--- src/rtl/alu_arbiter_pkg.sv ---
// Shared definitions for the two-requester ALU arbiter: opcodes, requester IDs,
// response-buffer state encoding and the opcode legality check.
package alu_arbiter_pkg;

  localparam logic [2:0] ALU_AND = 3'b000;
  localparam logic [2:0] ALU_OR  = 3'b001;
  localparam logic [2:0] ALU_ADD = 3'b010;
  localparam logic [2:0] ALU_SUB = 3'b110;
  localparam logic [2:0] ALU_SLT = 3'b111;

  localparam logic REQ0 = 1'b0;
  localparam logic REQ1 = 1'b1;

  // The buffer occupancy bit doubles as the state encoding.
  typedef enum logic {
    RSP_EMPTY = 1'b0,
    RSP_FULL  = 1'b1
  } rsp_state_e;

  function automatic logic op_legal(input logic [2:0] op);
    case (op)
      ALU_AND, ALU_OR, ALU_ADD, ALU_SUB, ALU_SLT: op_legal = 1'b1;
      default:                                    op_legal = 1'b0;
    endcase
  endfunction

endpackage

--- src/rtl/thirtytwoBitALU.sv ---
// Combinational 32-bit ALU. op[2] selects subtract in the adder; set is the sign of
// the exact (33-bit) a+b or a-b, overflow is reported only for ADD and SUB.
module thirtytwoBitALU
  import alu_arbiter_pkg::*;
(
  input  logic [31:0] a,
  input  logic [31:0] b,
  input  logic [2:0]  op,
  output logic [31:0] result,
  output logic        set,
  output logic        zero,
  output logic        overflow
);

  logic [32:0] a_ext_s;
  logic [32:0] b_ext_s;
  logic [32:0] sum_s;
  logic        ovf_raw_s;

  always_comb begin
    a_ext_s   = {a[31], a};
    b_ext_s   = op[2] ? ~{b[31], b} : {b[31], b};
    sum_s     = a_ext_s + b_ext_s + {32'd0, op[2]};
    set       = sum_s[32];
    ovf_raw_s = sum_s[32] ^ sum_s[31];
    case (op)
      ALU_AND:          result = a & b;
      ALU_OR:           result = a | b;
      ALU_ADD, ALU_SUB: result = sum_s[31:0];
      ALU_SLT:          result = {31'd0, sum_s[32]};
      default:          result = 32'd0;
    endcase
    if ((op == ALU_ADD) || (op == ALU_SUB)) begin
      overflow = ovf_raw_s;
    end else begin
      overflow = 1'b0;
    end
    zero = (result == 32'd0);
  end

endmodule

--- src/rtl/alu_arbiter.sv ---
// Round-robin arbiter sharing one ALU between two valid/ready requesters, with a
// single-entry registered response buffer that can drain and reload in one cycle.
module alu_arbiter
  import alu_arbiter_pkg::*;
#(
  parameter int WIDTH   = 32,
  parameter bit RR_INIT = 1'b0
) (
  input  logic             clk,
  input  logic             rst_n,
  input  logic             r0_valid,
  output logic             r0_ready,
  input  logic [WIDTH-1:0] r0_a,
  input  logic [WIDTH-1:0] r0_b,
  input  logic [2:0]       r0_op,
  input  logic             r1_valid,
  output logic             r1_ready,
  input  logic [WIDTH-1:0] r1_a,
  input  logic [WIDTH-1:0] r1_b,
  input  logic [2:0]       r1_op,
  output logic             rsp_valid,
  input  logic             rsp_ready,
  output logic [WIDTH-1:0] rsp_result,
  output logic             rsp_set,
  output logic             rsp_zero,
  output logic             rsp_overflow,
  output logic             rsp_err,
  output logic             rsp_src
);

  rsp_state_e       state_q, state_d;
  logic             prio_q, prio_d;
  logic [WIDTH-1:0] result_q;
  logic             set_q, zero_q, ovf_q, err_q, src_q;

  logic             grant_valid_s, grant_id_s, can_accept_s, accept_s;
  logic [WIDTH-1:0] alu_a_s, alu_b_s, alu_result_s;
  logic [2:0]       alu_op_s;
  logic             alu_set_s, alu_zero_s, alu_ovf_s, legal_s;

  // Grant selection: a lone requester wins, a tie goes to the priority holder.
  always_comb begin
    grant_valid_s = 1'b0;
    grant_id_s    = REQ0;
    if (r0_valid && r1_valid) begin
      grant_valid_s = 1'b1;
      grant_id_s    = prio_q;
    end else if (r0_valid) begin
      grant_valid_s = 1'b1;
      grant_id_s    = REQ0;
    end else if (r1_valid) begin
      grant_valid_s = 1'b1;
      grant_id_s    = REQ1;
    end else begin
      grant_valid_s = 1'b0;
      grant_id_s    = REQ0;
    end
  end

  // Nothing is accepted while reset is asserted, so ready is gated by rst_n.
  assign can_accept_s = (state_q == RSP_EMPTY) || rsp_ready;
  assign accept_s     = rst_n && grant_valid_s && can_accept_s;
  assign r0_ready     = accept_s && (grant_id_s == REQ0);
  assign r1_ready     = accept_s && (grant_id_s == REQ1);

  // Operand mux in front of the shared ALU.
  always_comb begin
    alu_a_s  = (grant_id_s == REQ1) ? r1_a  : r0_a;
    alu_b_s  = (grant_id_s == REQ1) ? r1_b  : r0_b;
    alu_op_s = (grant_id_s == REQ1) ? r1_op : r0_op;
    legal_s  = op_legal(alu_op_s);
  end

  thirtytwoBitALU u_alu (
    .a        (alu_a_s),
    .b        (alu_b_s),
    .op       (alu_op_s),
    .result   (alu_result_s),
    .set      (alu_set_s),
    .zero     (alu_zero_s),
    .overflow (alu_ovf_s)
  );

  // Next state for buffer occupancy and round-robin priority.
  always_comb begin
    state_d = state_q;
    prio_d  = prio_q;
    if (accept_s) begin
      prio_d = ~grant_id_s;
    end else begin
      prio_d = prio_q;
    end
    case (state_q)
      RSP_EMPTY: begin
        if (accept_s) state_d = RSP_FULL;
        else          state_d = RSP_EMPTY;
      end
      RSP_FULL: begin
        if (accept_s)       state_d = RSP_FULL;
        else if (rsp_ready) state_d = RSP_EMPTY;
        else                state_d = RSP_FULL;
      end
      default: state_d = RSP_EMPTY;
    endcase
  end

  // State and priority registers.
  always_ff @(posedge clk) begin
    if (!rst_n) begin
      state_q <= RSP_EMPTY;
      prio_q  <= RR_INIT;
    end else begin
      state_q <= state_d;
      prio_q  <= prio_d;
    end
  end

  // Response payload loads only on accept; a plain drain leaves it untouched.
  always_ff @(posedge clk) begin
    if (!rst_n) begin
      result_q <= '0;
      set_q    <= 1'b0;
      zero_q   <= 1'b0;
      ovf_q    <= 1'b0;
      err_q    <= 1'b0;
      src_q    <= REQ0;
    end else if (accept_s) begin
      result_q <= legal_s ? alu_result_s : '0;
      set_q    <= legal_s && alu_set_s;
      zero_q   <= legal_s && alu_zero_s;
      ovf_q    <= legal_s && alu_ovf_s;
      err_q    <= ~legal_s;
      src_q    <= grant_id_s;
    end
  end

  assign rsp_valid    = (state_q == RSP_FULL);
  assign rsp_result   = result_q;
  assign rsp_set      = set_q;
  assign rsp_zero     = zero_q;
  assign rsp_overflow = ovf_q;
  assign rsp_err      = err_q;
  assign rsp_src      = src_q;

endmodule

--- config.mk ---
export PLATFORM = sky130hd
export DESIGN_NAME = alu_arbiter
export DESIGN_NICKNAME = d
export VERILOG_FILES = /design/src/rtl/alu_arbiter_pkg.sv /design/src/rtl/thirtytwoBitALU.sv /design/src/rtl/alu_arbiter.sv
export SDC_FILE = /design/constraint.sdc
export NUM_CORES = 1
export LEC_CHECK = 0
export CAP_MARGIN = 15
export CELL_PAD_IN_SITES_DETAIL_PLACEMENT = 1
export CELL_PAD_IN_SITES_GLOBAL_PLACEMENT = 2
export CORE_ASPECT_RATIO = 1.4
export CORE_MARGIN = 4
export CORE_UTILIZATION = 30
export CTS_CLUSTER_DIAMETER = 40
export DETAILED_ROUTE_END_ITERATION = 6
export MAX_ROUTING_LAYER = met4
export PLACE_DENSITY = 0.86
export SYNTH_ARGS = -nofsm -noshare
export SYNTH_HDL_FRONTEND = slang
export SYNTH_HIERARCHICAL = 1
export SYNTH_SLANG_ARGS = --single-unit
--- constraint.sdc ---
create_clock -name clk -period 12.9 [get_ports clk]
set_clock_uncertainty 0.1 [all_clocks]
set_input_delay 3.87 -clock clk [delete_from_list [all_inputs] [get_ports clk]]
set_output_delay 3.87 -clock clk [all_outputs]
set_load 0.02 [all_outputs]
==> flow_summary.ini <==
[place]
dp_hpwl_um = 18700
dp.cells = 1146
dpl_cell_area_sq_um = 7940
pre_cts_ws_ns = 2.97
io_buffers = 178
gp_congestion = 0.880

[sta]
clock.fmax_ghz = 0.101
drv_slew = 0
period_share_pct = 77.1
setup_ws_ns = 2.95
grt_setup_unrepaired = no
period_needed_ns = 9.95
setup_viol = 0
hold_viol_final = 0
tightest_slew_ns = 1.05
tns_ns = 0
slew_headroom_pct = 29.9

[global_route]
grt_pass1_wl_um = 36200
grt_usage_pct = 20.2
grt-ovfl-total = 0
grt_pass1_vias = 6737
antenna_found_initial = 0
grt_max_degree = 63

[die]
core_area_sq_um = 20500
num_rows = 62
fp.dieH_um = 178
die_w_um = 130
dieArea_sq_um = 23200
ios = 179
start_util_pct = 30.4

[yosys]
yosysUniqueCellTypes = 88
avgSynthCellArea_sq_um = 8.14
postSynth.asyncResetShare_pct = 0
synth_seq_cells = 39
syn_inst = 765
synth_area_leaders = dfxtp_1 13%, mux2_2 8.7%, ha_1 6.4%
yosysSeqAreaShare_pct = 12.5
synth_area_sq_um = 6230
synth_warnings = 6
synth_top_area_share_pct = 12.5
synth_ff_type = dfxtp_1
synth_area_leader_cell = dfxtp_1
syn_nets = 937
synth_edf_count = 0

[power_and_ir_drop]
power_w = 0.000839
p_leak_nw = 2.91
ir_worst_vdd_mv = 0.0518
p_per_area_nw_per_um2 = 103

[clocking]
cts_resized = 0
cts_setup_buffers = 0
cts.htree.levels = 2
clkLatencyLatePin_ns = 0.28
clk_pin_slew_ns = 0.06
cts_buffers = 5
clock_path_buffers = 2
cts_root_buffer = clkbuf_16
hold_buffers = 0
cts_tree = done
clock_sinks = 39

[routing]
vias_per_cell = 5.63
first_pass_iters = 4
wirelength_um = 23600
ant_nets = 0
drt_first_iter_violations = 294
wl_per_cell_um = 20.4
num_vias = 6499
drc = 0

[layout]
syn_to_final_growth_pct = 30.9
layout-drive-gt1-share_pct = 12.8
antenna_cells = 0
num-nets-final = 1070
fin_area_sq_um = 8150
instances_no_fill = 1155
fill_cells = 2468

[setup_path]
crit_path_end_kind = primary output
worstSetupStartpointType = input pin
timing.rr.start = prio_q$_SDFFE_PN0P_
crit_type = input pin to primary output
critPathLaunch = rst_n
arrival_ns = 5.98
cp_max_fo = 38
worst_ep_required_time_ns = 8.93

[hold_path]
hp-class = flop to flop
min_from = rsp_result[4]$_SDFFE_PN0P_

[run_status]
status = completed

[job]
maxCapViolCount = 0
==> area by class of cell <==
cell class                 count  area [sq um]  area share, %
sequential                    39           781           9.58
timing repair buffer         186          1850           22.7
inverter                      50           188           2.30
tap                          256           320           3.93
clock inverter                 3          67.6          0.829
clock buffer                   5           125           1.54
multi-input combinational    616          4820           59.1
==> cell usage in the layout, fill, tap and decap left out, types with 6 or more instances in the layout <==
cell type,n
inv_1,50
mux2_2,48
xor2_1,36
nor2_1,34
xnor2_1,12
a211oi_1,11
mux2_4,19
o32ai_1,32
a21oi_1,37
dfxtp_1,39
nand2b_1,6
nor3_1,18
nor4_1,6
o21a_1,9
o211ai_1,10
clkdlybuf4s50_1,178
nand3_1,11
nand2_1,65
buf_4,7
maj3_1,31
ha_1,32
nand4_1,53
o21ai_0,33
a21o_1,7
==> cell families after synthesis <==
kind of cell	count (synthesis)	share of synthesized area, %
muxes	72	14.1
AOI/OAI and AO/OA	205	25.5
buffers and inverters	110	10.3
adders and majority gates	64	11.7
DFF	39	12.5
and+or+nand+nor	227	19.0
xor gates and xnor gates	48	6.75
==> per-stage QoR <==
step	hold WS (ns)	utilization, %
6_report	0.356	39.8
5_1_grt	0.379	39.8
4_1_cts	0.359	39.7
3_5_place_dp	0.347	38.8
3_3_place_gp	0.342	38.8
2_1_floorplan	0.364	-
==> final timing paths <==
path                            cells past startpoint  slack (ns)                    endpoint
worst max-delay path                                6        2.95                    r0_ready
worst min register to register                      2        0.36  rsp_result[4]$_SDFFE_PN0P_
worst min-delay path                                2        0.36  rsp_result[4]$_SDFFE_PN0P_
worst max register to register                     18        7.12       rsp_zero$_SDFFE_PN0P_
==> cells in the mapped netlist, types with 5 or more instances <==
| master | number |
|---|---|
| nand3_1 | 11 |
| nand2_1 | 65 |
| a211o_1 | 5 |
| o21a_1 | 9 |
| nand2b_1 | 6 |
| ha_1 | 32 |
| buf_1 | 6 |
| dfxtp_1 | 39 |
| mux2_2 | 48 |
| a21o_1 | 7 |
| nor3_1 | 18 |
| clkbuf_1 | 15 |
| mux2_4 | 19 |
| maj3_1 | 31 |
| inv_1 | 50 |
| a21oi_1 | 37 |
| o32ai_2 | 5 |
| clkbuf_8 | 8 |
| nand4_1 | 53 |
| buf_6 | 9 |
| o32ai_1 | 32 |
| nor4_1 | 6 |
| xnor2_1 | 12 |
| nor2_1 | 35 |
| o21ai_0 | 33 |
| buf_2 | 15 |
| xor2_1 | 36 |
| o211ai_1 | 10 |
| a211oi_1 | 11 |
==> where the power goes <==
| part | leakage [nW] | total, W | internal [W] | switching (W) |
|---|---|---|---|---|
| sequential | 0.318 | 0.000137 | 0.000131 | 0.00000623 |
| clock | 0.0900 | 0.000162 | 0.000111 | 0.0000515 |
| combinational | 2.50 | 0.000539 | 0.000227 | 0.000312 |
| total | 2.91 | 0.000839 | 0.000469 | 0.000370 |
==> flip-flops by register name, indices dropped and copies added, names as in the netlist <==
signal        count
rsp_result       32
prio_q            1
rsp_err           1
rsp_overflow      1
rsp_set           1
rsp_src           1
rsp_valid         1
rsp_zero          1
==> worst max-delay path: stages <==
cell	delay [ns]
clkdlybuf4s50_1	0.46
buf_4	0.38
inv_1	0.19
nor3_1	0.30
and2_1	0.16
clkdlybuf4s50_1	0.61
==> metal layers <==
| metal | track usage [%] | vias to the layer above | share of wire, % |
|---|---|---|---|
| met5 | - | - | 0 |
| met1 | 22.2 | 3157 | 40 |
| met4 | 5.37 | 0 | 2.9 |
| met2 | 38.2 | 150 | 54 |
| li1 | - | 3158 | - |
| met3 | 2.25 | 34 | 3.3 |
No activity file was read; power rests on OpenSTA's default activity.
